[config.mk]
export PLATFORM = sky130hd
export DESIGN_NAME = apb_pwm_timer_mc
export DESIGN_NICKNAME = d
export VERILOG_FILES = /design/src/rtl/apb_pwm_timer_mc.sv
export SDC_FILE = /design/constraint.sdc
export NUM_CORES = 1
export LEC_CHECK = 0
export BUFFER_PORTS_ARGS = -buffer_cell sky130_fd_sc_hd__buf_2
export CAP_MARGIN = 20
export CELL_PAD_IN_SITES_DETAIL_PLACEMENT = 1
export CELL_PAD_IN_SITES_GLOBAL_PLACEMENT = 2
export CORE_UTILIZATION = 41
export CTS_CLUSTER_SIZE = 10
export DETAILED_ROUTE_END_ITERATION = 6
export PLACE_DENSITY = 0.79
export SYNTH_ARGS = -nofsm -noshare
export SYNTH_HDL_FRONTEND = slang
export SYNTH_SLANG_ARGS = --single-unit
export TNS_END_PERCENT = 1
[constraint.sdc]
create_clock -name PCLK -period 4.1 [get_ports PCLK]
set_input_delay 0.41 -clock PCLK [delete_from_list [all_inputs] [get_ports PCLK]]
set_output_delay 0.41 -clock PCLK [all_outputs]
set_load 0.03 [all_outputs]
[src/rtl/apb_pwm_timer_mc.sv]
// rtl/apb_pwm_timer_mc.sv - multi-channel APB timer/PWM peripheral with shadowed period/duty
//
// Purpose: NUM_CH independent CNT_W-bit counter channels, each producing a
// registered PWM output and a maskable wrap interrupt, configured over a
// zero-wait-state APB slave.
//
// Ports:
//   PCLK, PRESETn         clock (rising edge) and async active-low reset
//   PADDR/PSEL/PENABLE/
//   PWRITE/PWDATA         APB request
//   PREADY                tied 1
//   PRDATA, PSLVERR       combinational access-phase response
//   IRQ                   registered OR of enabled pending wrap bits
//   PWM[NUM_CH]           registered per-channel PWM outputs
//
// Register map (offset = PADDR[11:0]):
//   c*0x10 + 0x0  CTRL     {POL, IRQ_EN, GO_EN, MODE}
//   c*0x10 + 0x4  TOT_CNT
//   c*0x10 + 0x8  DUTY_CNT
//   c*0x10 + 0xC  CNT      read-only
//   0x100         IRQ_STAT write-1-to-clear

module apb_pwm_timer_mc #(
  parameter logic [11:0] BASE_ADR = 12'h44a,
  parameter int          ADR_W    = 32,
  parameter int          DAT_W    = 32,
  parameter int          NUM_CH   = 4,
  parameter int          CNT_W    = 16
) (
  input  logic              PCLK,
  input  logic              PRESETn,
  input  logic [ADR_W-1:0]  PADDR,
  input  logic              PSEL,
  input  logic              PENABLE,
  input  logic              PWRITE,
  input  logic [DAT_W-1:0]  PWDATA,
  output logic              PREADY,
  output logic [DAT_W-1:0]  PRDATA,
  output logic              PSLVERR,
  output logic              IRQ,
  output logic [NUM_CH-1:0] PWM
);

  // Per-channel programmable state
  logic [NUM_CH-1:0] mode;
  logic [NUM_CH-1:0] go_en;
  logic [NUM_CH-1:0] irq_en;
  logic [NUM_CH-1:0] pol;
  logic [CNT_W-1:0]  tot      [NUM_CH];
  logic [CNT_W-1:0]  duty     [NUM_CH];

  // Per-channel running state
  logic [CNT_W-1:0]  act_tot  [NUM_CH];
  logic [CNT_W-1:0]  act_duty [NUM_CH];
  logic [CNT_W-1:0]  cnt      [NUM_CH];
  logic [NUM_CH-1:0] pend;

  // Address decode
  logic        acc;
  logic        hit;
  logic [11:0] off;
  logic        is_ch;
  logic        is_stat;
  logic [3:0]  ch_idx;
  logic [1:0]  reg_sel;
  logic        ch_ok;
  logic        valid;
  logic        wr_en;
  logic        rd_en;

  // Per-channel strobes
  logic [NUM_CH-1:0] wr_ctrl;
  logic [NUM_CH-1:0] wr_tot;
  logic [NUM_CH-1:0] wr_duty;
  logic [NUM_CH-1:0] start;
  logic [NUM_CH-1:0] stop_sw;
  logic [NUM_CH-1:0] wrap;
  logic [NUM_CH-1:0] w1c;

  logic [DAT_W-1:0]  rdata;
  logic              unused_bits;

  assign unused_bits = ^{PADDR, PWDATA};

  assign acc     = PSEL & PENABLE;
  assign hit     = (PADDR[ADR_W-1 -: 12] == BASE_ADR);
  assign off     = PADDR[11:0];
  assign is_ch   = (off[11:8] == 4'h0) && (off[1:0] == 2'b00);
  assign is_stat = (off == 12'h100);
  assign ch_idx  = off[7:4];
  assign reg_sel = off[3:2];
  assign ch_ok   = (32'(ch_idx) < NUM_CH);

  // CNT is read-only, so a write to it is treated like an unmapped access.
  assign valid   = hit && ((is_ch && ch_ok && !(PWRITE && reg_sel == 2'd3)) || is_stat);
  assign wr_en   = acc & PWRITE & valid;
  assign rd_en   = acc & ~PWRITE & valid;

  assign PREADY  = 1'b1;
  assign PSLVERR = acc & ~valid;
  assign PRDATA  = rdata;

  always_comb begin
    wr_ctrl = '0;
    wr_tot  = '0;
    wr_duty = '0;
    start   = '0;
    stop_sw = '0;
    wrap    = '0;
    w1c     = '0;
    if (wr_en && is_stat) begin
      w1c = PWDATA[NUM_CH-1:0];
    end
    for (int c = 0; c < NUM_CH; c++) begin
      if (wr_en && is_ch && ch_idx == 4'(c)) begin
        case (reg_sel)
          2'd0:    wr_ctrl[c] = 1'b1;
          2'd1:    wr_tot[c]  = 1'b1;
          2'd2:    wr_duty[c] = 1'b1;
          default: ;
        endcase
      end
      start[c]   = wr_ctrl[c] & PWDATA[1] & ~go_en[c];
      // A software stop pre-empts a wrap on the same edge: no pend, cnt to 0.
      stop_sw[c] = wr_ctrl[c] & ~PWDATA[1];
      wrap[c]    = go_en[c] && (act_tot[c] != '0) &&
                   (cnt[c] == act_tot[c] - CNT_W'(1)) && !stop_sw[c];
    end
  end

  always_comb begin
    rdata = '0;
    if (rd_en) begin
      if (is_stat) begin
        rdata[NUM_CH-1:0] = pend;
      end else begin
        for (int c = 0; c < NUM_CH; c++) begin
          if (ch_idx == 4'(c)) begin
            case (reg_sel)
              2'd0:    rdata[3:0]       = {pol[c], irq_en[c], go_en[c], mode[c]};
              2'd1:    rdata[CNT_W-1:0] = tot[c];
              2'd2:    rdata[CNT_W-1:0] = duty[c];
              default: rdata[CNT_W-1:0] = cnt[c];
            endcase
          end
        end
      end
    end
  end

  always_ff @(posedge PCLK or negedge PRESETn) begin
    if (!PRESETn) begin
      mode   <= '0;
      go_en  <= '0;
      irq_en <= '0;
      pol    <= '0;
      pend   <= '0;
      PWM    <= '0;
      IRQ    <= 1'b0;
      for (int c = 0; c < NUM_CH; c++) begin
        tot[c]      <= '0;
        duty[c]     <= '0;
        act_tot[c]  <= '0;
        act_duty[c] <= '0;
        cnt[c]      <= '0;
      end
    end else begin
      for (int c = 0; c < NUM_CH; c++) begin
        // Software CTRL write overrides the one-shot hardware clear.
        if (wr_ctrl[c]) begin
          mode[c]   <= PWDATA[0];
          go_en[c]  <= PWDATA[1];
          irq_en[c] <= PWDATA[2];
          pol[c]    <= PWDATA[3];
        end else if (wrap[c] && mode[c]) begin
          go_en[c]  <= 1'b0;
        end

        if (wr_tot[c])  tot[c]  <= PWDATA[CNT_W-1:0];
        if (wr_duty[c]) duty[c] <= PWDATA[CNT_W-1:0];

        if (start[c] || wrap[c]) begin
          act_tot[c]  <= tot[c];
          act_duty[c] <= duty[c];
        end

        if (!go_en[c] || stop_sw[c] || wrap[c]) begin
          cnt[c] <= '0;
        end else if (act_tot[c] != '0) begin
          cnt[c] <= cnt[c] + CNT_W'(1);
        end

        // act_tot==0 forces the inactive level; duty>=tot is naturally always active.
        PWM[c] <= (go_en[c] && (act_tot[c] != '0) && (cnt[c] < act_duty[c])) ^ pol[c];
      end

      // Hardware set wins over a simultaneous write-1-to-clear.
      pend <= (pend & ~w1c) | wrap;
      IRQ  <= |(pend & irq_en);
    end
  end

endmodule

==> summary.md, run 1 <==
| Metric | Value |
|---|---|
| Status | complete, no violations |
| Critical Path RT | 3690 ps |
| CTS Root Cell | clkbuf_16 |
| Syn avg cell area | 10.58 um2 |
| Worst-path maximum fanout | 12 |
| Placed Cells incl. Taps | approximately 2500 |
| Slew HR | 0.4022 |
| Worst-skew pair later-pin latency | between 500 and 600 ps |
| Post-route total power | 7.163 mW |
| Port bufs | 66 |
| Max Slew Vio Count | 0 |
| Lkg Pwr | around 10 nW |
| Worst min path class | input pin to register |
| Peak supply drop | approximately 0.36 mV |
| Final instance area | ~0.022 mm2 |
| Multi-input gate area | approximately 0.010 mm2 |
| Worst-case clock skew | 14.32 ps |
| Drt pass-1 iters | 5 |
| Startpoint types | input pin |
| Clock-pin slew on the worst setup and hold paths | ~50 ps |
| Sequential Power Share | 0.476 |
| Vias in the first global route | approximately 16000 |
| Post-synthesis instance total | ~1900 |
| Share of layout cells above drive strength 1 | 0.2446 |
| Initial Util | 0.4161 |
| Largest net degree at the start of global routing | 86 |
| Sw Share | 0.2360 |
| Area Growth Syn to Fin | 11.39% |
| Post-CTS Setup Bufs | 0 |
| Flops & latches, synth | ~350 |
| Core area | 0.04775 mm2 |
| Combinational power share | 0.045 |
| Fin util | 0.4635 |
| Yosys warns | 0 |
| CTS tree | built |
| H-tree depth | 2 |
| Placed cell area | 0.02091 mm2 |
| DRC errors left | 0 |
| Fin crit share | 0.9832 |
| Initial antenna violation count | 5 |
| Pwr dens | about 320 mW/mm2 |
| Layout fillers | 5142 |
| Maxcap violations | 0 |
| Final setup viols | 0 |
| Fin worst setup slack | a little under 70 ps |
| Unrepaired setup endpoints after global routing | yes |
| Switching power | between 1.5 and 2 mW |
| Clk buf depth | 3 |
| Seq/Total Area, Yosys | 0.4346 |
| Post-DP HPWL | 47.15 mm |
| Boundary Pins | 108 |
| Non-Filler Instances | around 2600 |
| Final Hold Fails | 0 |
| Clk network pwr share | 0.480 |
| Vias | 15089 |
| GRT Util Overall | 0.2669 |
| Final setup TNS | 0 ps |
| Fmax achieved | between 200 and 250 MHz |
| Routed len/inst | ~25 um |
| Detailed-route vias per instance | 5.873 |
| CP arrival | ~3600 ps |
| Number of enable flip-flop cells after synthesis | 0 |
| # rows | 80 |
| Aggregate global routing overflow | 0 |
| # diodes | 0 |
| Synth unique cells | 82 |
| Tmin final | 4031 ps |
| R2R cell count | 11 |
| Register area | about 0.0086 mm2 |
| Mapped Area | between 0.015 and 0.02 mm2 |
| Hold Path End | duty[2]$_DFFE_PN0P_ |
| P_int | roughly 5.5 mW |
| R2r endpoint | act_duty[63]$_DFFE_PN0P_ |
| CTS Buf Count | between 40 and 50 |
| First-pass GRT wire length | 99.06 mm |
| Worst Setup End Kind | output port |
| CTS Sinks | between 300 and 400 |
| Die Width | 222.1 um |
| Wirelength, routed | 64.92 mm |
| Final net count | roughly 2100 |
| Setup WS pre-CTS | roughly 260 ps |
| Reg2reg setup slack | ~280 ps |
| Async set or reset register ratio after synthesis | 1.000 |
| Kind of critical path | input pin to output port |
| 1st-iter DRT viols | 1113 |
| Gpl congestion | about 0.96 |
| Worst Tran Pin Value | 888.4 ps |
| Reg-to-reg startpoint | act_tot[48]$_DFFE_PN0P_ |
| Main synth FF type | dfrtp_1 |
| Die H | ~220 um |
| Hold Crit Depth | 2 |
| Die area | slightly below 0.05 mm2 |
| Hold WS | approximately 380 ps |
| Hold path startpoint | PWDATA[2] |
| Post-route ant nets | 0 |
routing by layer:
| metal | track usage | up-vias | share of wire |
|---|---|---|---|
| met5 | 0 | - | 0.00049 |
| met4 | 0.09185 | 4 | 0.031 |
| met3 | 0.04903 | 107 | 0.058 |
| met2 | 0.4224 | 387 | 0.46 |
| met1 | 0.3661 | 7782 | 0.45 |
| li1 | - | 6809 | - |
cell usage in the layout (no fill, tap or decap), drive strengths merged, types with 8 or more instances in the layout:
| master | synthesis | final |
|---|---|---|
| o21ai | 70 | 70 |
| mux2i | 23 | 23 |
| ha | 72 | 72 |
| a21o | 13 | 13 |
| dfrtp | 345 | 345 |
| clkbuf | 69 | 55 |
| xor2 | 68 | 68 |
| nor4 | 32 | 32 |
| a31oi | 15 | 15 |
| nand3b | 8 | 8 |
| o22ai | 20 | 20 |
| or4 | 21 | 21 |
| nand2b | 16 | 16 |
| nand4 | 20 | 20 |
| nor2 | 152 | 152 |
| and4 | 12 | 12 |
| o31ai | 9 | 9 |
| xnor2 | 79 | 79 |
| a221oi | 11 | 11 |
| buf | 40 | 110 |
| a22oi | 33 | 33 |
| nor3 | 36 | 36 |
| inv | 87 | 88 |
| nor2b | 11 | 11 |
| mux2 | 296 | 296 |
| and3 | 17 | 17 |
| o211ai | 8 | 8 |
| nand2 | 95 | 95 |
| or3 | 11 | 11 |
| a21oi | 63 | 63 |
| conb | 2 | 17 |
| nand3 | 49 | 49 |
power by group through the flow:
| stage | Sequential (mW) | Combinational [mW] | Clock (mW) |
|---|---|---|---|
| 5_1_grt | 3.40 | 0.340 | 3.63 |
| 3_5_place_dp | 3.47 | 0.316 | 0 |
| 6_report | 3.41 | 0.319 | 3.44 |
| 2_1_floorplan | 3.47 | 0.121 | 0 |
| 4_1_cts | 3.41 | 0.318 | 3.51 |
| 3_3_place_gp | 3.47 | 0.312 | 0 |
state kept, by name, summed over array words and instances (netlist names):
name	flops
IRQ	1
PWM	4
act_duty	64
act_tot	64
cnt	64
duty	64
go_en	4
irq_en	4
mode	4
pend	4
pol	4
tot	64
synthesized netlist by cell type, types with 5 or more instances:
cell	number	area, um2
mux2i_1	23	230.2
o21ai_0	68	340.3
inv_1	86	322.8
o22ai_1	20	125.1
nor2b_1	11	68.82
buf_4	18	135.1
dfrtp_1	345	8633
or2_2	5	31.28
buf_6	7	78.83
a21oi_1	63	315.3
mux2_4	25	375.4
nand2b_1	16	100.1
buf_2	10	50.05
buf_1	5	18.77
or3_1	11	68.82
nand3_1	48	240.2
nor2_1	151	566.8
a21o_1	13	97.59
o211ai_1	8	60.06
nand2_1	95	356.6
ha_1	72	900.9
and4_1	12	105.1
nor4_1	28	175.2
nand4_1	19	118.9
nor4b_1	5	43.79
a211oi_1	5	37.54
nor3_1	35	175.2
and3_1	17	106.4
or4_1	21	157.7
xor2_1	68	595.6
mux2_2	267	3007
o221ai_1	5	43.79
clkbuf_1	69	259.0
nand3b_1	8	60.06
a31oi_1	15	93.84
o31ai_1	9	67.56
xnor2_1	79	691.9
a22oi_1	32	240.2
a221oi_1	11	96.34
how the worst max path moves through the flow:
stage                                        from                  endpoint  slack, ps
after floorplan           act_tot[18]$_DFFE_PN0P_  act_duty[18]$_DFFE_PN0P_        490
after global placement                   PADDR[7]                PRDATA[10]        350
after detailed placement                 PADDR[7]                PRDATA[10]        260
after CTS                                PADDR[7]                PRDATA[10]        250
after global routing                     PADDR[7]                PRDATA[10]        -30
final                                    PADDR[7]                 PRDATA[9]         70
logic make-up (layout without fill, tap and decap cells):
| kind of cell | Yosys count | after routing | synth area share |
|---|---|---|---|
| flip-flops | 345 | 345 | 0.4346 |
| buffers and inverters | 197 | 259 | 0.04390 |
| AND/OR/NAND/NOR | 504 | 504 | 0.1301 |
| other | 2 | 17 | 0.0003780 |
| multiplexers | 319 | 319 | 0.1841 |
| adder cells (fa/ha/maj) | 74 | 74 | 0.04636 |
| AO/OA/AOI/OAI | 289 | 289 | 0.09574 |
| XOR/XNOR | 147 | 147 | 0.06481 |
layout make-up:
cell class | instances | share of cell area
clock inverter | 4 | 0.002205
inverter | 88 | 0.01493
multi-input combinational | 1350 | 0.4724
timing repair buffer | 112 | 0.03359
clock buffer | 55 | 0.05202
sequential | 345 | 0.3901
tap | 615 | 0.03477
repair_timing:
item	CTS	global route
endpoints found under the hold margin	80	0
hold buffers	1	0
endpoints found under the setup margin	0	3
resized for setup	0	0
worst max-delay path: stages:
cell	delay (ps)
buf_2	170
or4_1	610
o21ai_1	240
nand3_1	190
or3_1	470
nand2b_1	490
nor3_1	710
buf_2	320
Note: power is estimated with default switching activity, not from simulation.
==> run 2, diff against run 1 <==
--- a/config.mk
+++ b/config.mk
@@ -9,10 +9,11 @@
 export CAP_MARGIN = 20
 export CELL_PAD_IN_SITES_DETAIL_PLACEMENT = 1
 export CELL_PAD_IN_SITES_GLOBAL_PLACEMENT = 2
-export CORE_UTILIZATION = 41
+export CORE_ASPECT_RATIO = 1.25
+export CORE_UTILIZATION = 31
 export CTS_CLUSTER_SIZE = 10
 export DETAILED_ROUTE_END_ITERATION = 6
-export PLACE_DENSITY = 0.79
+export PLACE_DENSITY = 0.62
 export SYNTH_ARGS = -nofsm -noshare
 export SYNTH_HDL_FRONTEND = slang
 export SYNTH_SLANG_ARGS = --single-unit
==> run 2 against run 1 <==
  * Clock-buffer cell count decreased by 5
  * Setup slack improved by 280 ps
  * Sequential power barely moved
  * Via count down 1.8%
  * Die area rose by 32%
  * Total power decreased by 0.64%
  * Register-to-register slack better by 70 ps
  * Worst hold slack worse by 68 ps
  * Global-route usage down 5.5 points
  * Sequential cell count is the same
  * Clock power decreased by 2%
  * Combinational power grew 4%
==> summary.md, run 2 (synthesis gave the netlist of run 1 again) <==
| Metric | Value |
|---|---|
| CP peak stage delay | 510 ps (-200 ps) |
| GRT Util Overall | 0.2118 (-0.05509) |
| Core area | 0.06328 mm2 (+33%) |
| Largest net degree at the start of global routing | 94 (+9.3%) |
| CP max-delay cell | or3b_1 |
| Hold Crit Depth | 2 (unchanged) |
| Initial antenna violation count | 1 (-4) |
| Share of layout cells above drive strength 1 | 0.2505 (+0.005883) |
| Die area | 0.06511 mm2 (+32%) |
| Layout fillers | 6976 (+36%) |
| Initial Util | 0.3139 (-0.1021) |
| Met2 Use GR | 0.3694 (-0.05303) |
| First-pass GRT wire length | 104.0 mm (+5.0%) |
| Buf/Inv on CP | 2 (unchanged) |
| Vias | 14824 (-1.8%) |
| Worst-skew pair later-pin latency | 570 ps (about the same) |
| CTS Sinks | 345 (unchanged) |
| Critical Path RT | 4560 ps (+870 ps) |
| H-tree depth | 2 (unchanged) |
| Clk buf depth | 3 (unchanged) |
| Final setup TNS | 0 ps (unchanged) |
| Worst-path maximum fanout | 32 (+20) |
| R2R cell count | 11 (unchanged) |
| GRT Max-Usage Layer | met2 |
| Maxcap violations | 0 (unchanged) |
| Die H | 285.0 um (+28%) |
| Unrepaired setup endpoints after global routing | no |
| M3 GR Usage | 0.02620 (-0.02283) |
| Detailed-route vias per instance | 5.285 (-10%) |
| Pwr dens | 315.7 mW/mm2 (-2.5%) |
| Boundary Pins | 108 (unchanged) |
| Met1 usage | 0.2649 (-0.1012) |
| Post-DP HPWL | 50.71 mm (+7.6%) |
| Worst min path class | input pin to register |
| Peak supply drop | 0.2211 mV (-38%) |
| Startpoint types | register |
| Critical Path Stages | 11 (+3) |
| CTS tree | built |
| Tmin final | 3747 ps (-284.4 ps) |
| Slew HR | 0.4439 (+0.04168) |
| Largest delay share family, worst path | simple AND/OR/NAND/NOR gates |
| Gpl congestion | 0.8913 (-7.0%) |
| Most frequent cells in the layout | dfrtp_1 (345), mux2_2 (267), nor2_1 (150) |
| Vias in the first global route | 15845 (+0.23%) |
| Fmax achieved | 266.9 MHz (+7.6%) |
| Post-route ant nets | 0 (unchanged) |
| Worst path cell trace | inv_1 > ha_1 > or3b_1 > or3_1 > o21bai_1 > a31o_2 > nor4_1 > nand4_1 > a22oi_4 > buf_12 > mux2_2 |
| Fin crit share | 0.9138 (-0.06936) |
| Final setup viols | 0 (unchanged) |
| Routed len/inst | 24.27 um (-3.9%) |
| CTS Root Cell | clkbuf_16 |
| CTS Buf Count | 41 (-2.4%) |
| # rows | 103 (+29%) |
| Clock-pin slew on the worst setup and hold paths | 50 ps (about the same) |
| Worst Setup End Kind | register |
| Area Growth Syn to Fin | 13.50% |
| Drt pass-1 iters | 5 (unchanged) |
| Commonest non-fill, non-tap cell in the layout | dfrtp_1 |
| PostCTS Resize Cnt | 0 (unchanged) |
| Aggregate global routing overflow | 0 (unchanged) |
| Worst Tran Pin Value | 827.1 ps (-61.39 ps) |
| CP arrival | 4200 ps (+580 ps) |
| Final net count | 2095 (+0.72%) |
| Die Width | 228.4 um (+2.8%) |
| Status | complete, no violations |
| Lkg Pwr | 10.37 nW (+0.55%) |
| Kind of critical path | register to register |
| DRC errors left | 0 (unchanged) |
| Worst-case clock skew | 17.93 ps (+3.611 ps) |
| Max Slew Vio Count | 0 (unchanged) |
| Wirelength, routed | 68.09 mm (+4.9%) |
| 1st-iter DRT viols | 705 (-37%) |
| Port bufs | 66 (unchanged) |
| Final Hold Fails | 0 (unchanged) |
| Fin util | 0.3563 (-0.1072) |
## run 2: changes by cell type in the layout (fill, tap and decap cells not counted), sizes merged
| cell | previous run | this run |
|---|---|---|
| dlymetal6s2s | 1 | 0 |
| diode | 0 | 1 |
| clkbuf | 55 | 50 |
| buf | 110 | 127 |
| clkinv | 3 | 2 |
## run 2: where the power goes
part           total (mW)  switching (mW)  leakage, nW  internal [mW]
sequential           3.41     0.000000168         4.81           3.41
clock                3.38            1.43        0.567           1.94
combinational       0.332           0.256         5.00         0.0764
## run 2: per-layer routing
layer	up-vias	wire length, um
li1	6834	-
met1	7639	29660
met2	238	33870
met3	111	1904
met4	2	2639
met5	-	17
## run 2: worst reg2reg max path, delay by kind of cell, from the launching register on
kind,cells,cell delay [ps]
mux,1,380
buf+inv,2,360
compound gates,3,730
fa+ha+maj,1,230
flops,1,440
simple gates,4,1500
## run 2: path summary, 6_finish.rpt
| kind | slack, ps | end | from |
|---|---|---|---|
| max | 350 | act_duty[48]$_DFFE_PN0P_ | act_tot[48]$_DFFE_PN0P_ |
| min | 310 | tot[62]$_DFFE_PN0P_ | PWDATA[14] |
| max reg2reg | 350 | act_duty[48]$_DFFE_PN0P_ | act_tot[48]$_DFFE_PN0P_ |
| min reg2reg | 480 | mode[0]$_DFFE_PN0N_ | mode[0]$_DFFE_PN0N_ |
| max in group asynchronous | 2660 | cnt[24]$_DFFE_PN0P_ | PRESETn |
| min in group asynchronous | 440 | cnt[55]$_DFFE_PN0P_ | PRESETn |
## run 2: area by class of cell
type	instances	area, um2	share of cell area
multi-input cells	1350	10450	0.4636
flip-flops and latches	345	8633	0.3829
clock buffers	50	1112	0.04933
well taps	840	1051	0.04662
repair buffers	128	920.9	0.04084
inverters	88	330.3	0.01465
clock inverters	3	43.79	0.001942
diodes	1	2.502	0.0001110
## run 2: stage by stage
step / cell area, um2 / cells / total power [mW] / setup slack, ps / hold WS, ps
global placement: 21380 / 2750 / 3.801 / 386.4 / 467.4
finish: 22550 / 2805 / 7.118 / 353.3 / 313.4
CTS: 22540 / 2804 / 7.240 / 348.2 / 304.0
global route: 22540 / 2804 / 7.366 / 138.7 / 320.6
floorplan: 19920 / 1892 / 3.589 / 494.3 / 114.4
detailed placement: 21380 / 2750 / 3.804 / 372.5 / 471.0
## run 2: repair_timing
action | 4_1_cts | 5_1_grt
hold buffers | 1 | 0
endpoints found under the hold margin | 86 | 0
setup buffers | 0 | 0
==> run 3, diff against run 2 <==
==> constraint.sdc (replaced) <==
create_clock -name PCLK -period 3.8 [get_ports PCLK]
set_input_delay 0.38 -clock PCLK [delete_from_list [all_inputs] [get_ports PCLK]]
set_output_delay 0.38 -clock PCLK [all_outputs]
set_load 0.03 [all_outputs]
==> run 3 against run 2 <==
  * Routed wire length is 1.3% higher
  * Cell count is 0.71% higher
  * Die area stayed put
  * Utilization is 0.28 points higher
  * Sequential share of layout area is 0.30 points lower
  * Total power is 9.6% higher
  * Fmax is 2.5% higher
  * Final area is 0.79% higher
  * Clock power is 12% higher
==> summary.md, run 3 (synthesis gave the netlist of run 1 again) <==
| Metric | Value |
|---|---|
| Lkg Pwr | 10.47 nW (+0.97%) |
| DRC errors left | 0 (unchanged) |
| CTS Buf Count | 42 (+2.4%) |
| Fmax achieved | 273.7 MHz (+2.5%) |
| CP max-delay cell | a211o_2 |
| CP arrival | 4100 ps (-100 ps) |
| Status | complete, no violations |
| Post-route ant nets | 0 (unchanged) |
| Vias in the first global route | 16146 (+1.9%) |
| R2r endpoint | act_duty[24]$_DFFE_PN0P_ |
| Worst-skew pair later-pin latency | 570 ps (about the same) |
| Reg-to-reg startpoint | act_tot[18]$_DFFE_PN0P_ |
| Met1 usage | 0.2707 (+0.005745) |
| Worst-case clock skew | 17.93 ps (-0.002000 ps) |
| 1st-iter DRT viols | 742 (+5.2%) |
| R2R cell count | 8 (-3) |
| Max Slew Vio Count | 0 (unchanged) |
| Largest net degree at the start of global routing | 81 (-14%) |
| Buf/Inv on CP | 0 (-2) |
| Area Growth Syn to Fin | 14.40% |
| Hold Crit Depth | 2 (unchanged) |
| Boundary Pins | 108 (unchanged) |
| Hold path startpoint | PWDATA[1] |
| Core area | 0.06328 mm2 (unchanged) |
| Critical Path RT | 4250 ps (-310 ps) |
| Final Hold Fails | 0 (unchanged) |
| Maxcap violations | 0 (unchanged) |
| Clk buf depth | 3 (unchanged) |
| Met2 Use GR | 0.3736 (+0.004192) |
| Final setup viols | 0 (unchanged) |
| CTS Sinks | 345 (unchanged) |
| Worst Tran Pin Value | 865.8 ps (+38.79 ps) |
| Initial Util | 0.3139 (unchanged) |
| Post-DP HPWL | 50.72 mm (about the same) |
| Die Width | 228.4 um (unchanged) |
| Die area | 0.06511 mm2 (unchanged) |
| Drt pass-1 iters | 5 (unchanged) |
| # diodes | 0 (-1) |
| Die H | 285.0 um (unchanged) |
| First-pass GRT wire length | 105.8 mm (+1.7%) |
| CTS Root Cell | clkbuf_16 |
| GRT Util Overall | 0.2144 (+0.002663) |
| Peak supply drop | 0.2772 mV (+25%) |
| Fin crit share | 0.9615 (+0.04770) |
| GRT Max-Usage Layer | met2 |
| CP peak stage delay | 580 ps (+70 ps) |
| Worst-path maximum fanout | 16 (-50%) |
| CTS tree | built |
| Commonest non-fill, non-tap cell in the layout | dfrtp_1 |
| Gpl congestion | 0.9230 (+3.6%) |
| Worst Setup End Kind | register |
| Vias | 15065 (+1.6%) |
| Placed cell area | 0.02149 mm2 (+0.53%) |
| H-tree depth | 2 (unchanged) |
| Wirelength, routed | 68.97 mm (+1.3%) |
| Startpoint types | register |
| Largest delay share family, worst path | simple AND/OR/NAND/NOR gates |
| Hold WS | 181.6 ps (-131.9 ps) |
| Worst path cell trace | or4_1 > or4_1 > or4_1 > xnor2_1 > nor4_1 > o2111ai_2 > a211o_2 > mux2_4 |
| Detailed-route vias per instance | 5.333 (+0.91%) |
| Port bufs | 66 (unchanged) |
| # rows | 103 (unchanged) |
| Pwr dens | 343.4 mW/mm2 (+8.8%) |
| Share of layout cells above drive strength 1 | 0.2589 (+0.008433) |
| Worst min path class | input pin to register |
| Aggregate global routing overflow | 0 (unchanged) |
| Post-route total power | 7.803 mW (+9.6%) |
| Crit path top cell by count | or4_1 |
| Slew HR | 0.4178 (-0.02608) |
| Final setup TNS | 0 ps (unchanged) |
| Routed len/inst | 24.41 um (+0.58%) |
| Reg2reg setup slack | 150 ps (-210 ps) |
| Clock-pin slew on the worst setup and hold paths | 60 ps (about the same) |
| Initial antenna violation count | 2 (+1) |
| Hold Path End | tot[17]$_DFFE_PN0P_ |
| M3 GR Usage | 0.02370 (-0.002500) |
| Final instance area | 0.02273 mm2 (+0.79%) |
| Tmin final | 3654 ps (-92.89 ps) |
| Final net count | 2112 (+0.81%) |
| Layout fillers | 6935 (-0.59%) |
| Most frequent cells in the layout | dfrtp_1 (345), mux2_2 (267), nor2_1 (150) |
| Kind of critical path | register to register |
==> run 3: cell count changes in the layout (fill, tap and decap cells not counted) <==
| cell | delta |
|---|---|
| buf_4 | +15 |
| clkbuf_8 | +3 |
| a2111oi_0 | -1 |
| a2111oi_1 | +1 |
| a211o_2 | +1 |
| clkbuf_1 | +1 |
| clkinv_2 | +1 |
| diode_2 | -1 |
| nor3_1 | -1 |
| nor3_2 | +1 |
| or3b_1 | -1 |
| or3b_4 | +1 |
==> run 3: routing by layer <==
metal  vias to the layer above  routed length (um)
li1                       6884                   -
met1                      7824               30030
met2                       252               34370
met3                       105                1847
met4                         0                2720
met5                         -                   0
==> run 3: through the flow <==
step | cells | setup WS, ps | utilization
2_1_floorplan | 1892 | 194.3 | -
3_3_place_gp | 2765 | 135.1 | 0.3396
3_5_place_dp | 2765 | 145.0 | 0.3396
4_1_cts | 2824 | 123.2 | 0.3589
5_1_grt | 2825 | -20.86 | 0.3591
6_report | 2825 | 146.2 | 0.3591
==> run 3: timing repair <==
action                                 4_1_cts  5_1_grt
resized for setup                            0        2
setup endpoints to repair                    0       64
endpoints found under the hold margin       75        0
hold buffers                                 1        0
setup buffers                                0        0
==> run 3: worst max path at each step <==
| stage | end | start | cells after the start | slack, ps |
|---|---|---|---|---|
| 2_1_floorplan | act_duty[18]$_DFFE_PN0P_ | act_tot[18]$_DFFE_PN0P_ | 11 | 190 |
| 4_1_cts | act_duty[20]$_DFFE_PN0P_ | act_tot[18]$_DFFE_PN0P_ | 8 | 120 |
| 6_report | act_duty[24]$_DFFE_PN0P_ | act_tot[18]$_DFFE_PN0P_ | 8 | 150 |
| 3_5_place_dp | act_duty[20]$_DFFE_PN0P_ | act_tot[18]$_DFFE_PN0P_ | 8 | 140 |
| 5_1_grt | act_duty[23]$_DFFE_PN0P_ | act_tot[18]$_DFFE_PN0P_ | 8 | -20 |
| 3_3_place_gp | act_duty[18]$_DFFE_PN0P_ | act_tot[18]$_DFFE_PN0P_ | 8 | 140 |
==> run 3: final cells by class <==
class	count	area [um2]	area share
Clock buffer	54	1157	0.05093
Clock inverter	4	48.80	0.002147
Inverter	88	330.3	0.01454
Multi-Input combinational cell	1351	10470	0.4608
Sequential cell	345	8633	0.3799
Tap cell	840	1051	0.04625
Timing Repair Buffer	143	1033	0.04548
==> run 3: worst register-to-register path: stages (launching register included) <==
cell	delay [ps]
dfrtp_1	370
or4_1	540
or4_1	460
or4_1	510
xnor2_1	150
nor4_1	300
o2111ai_2	250
a211o_2	580
mux2_4	370
==> run 3: power breakdown <==
part           internal, mW  total [mW]  switching, mW
Sequential             3.68        3.68    0.000000178
Clock                  2.17        3.77           1.60
Combinational        0.0802       0.358          0.278
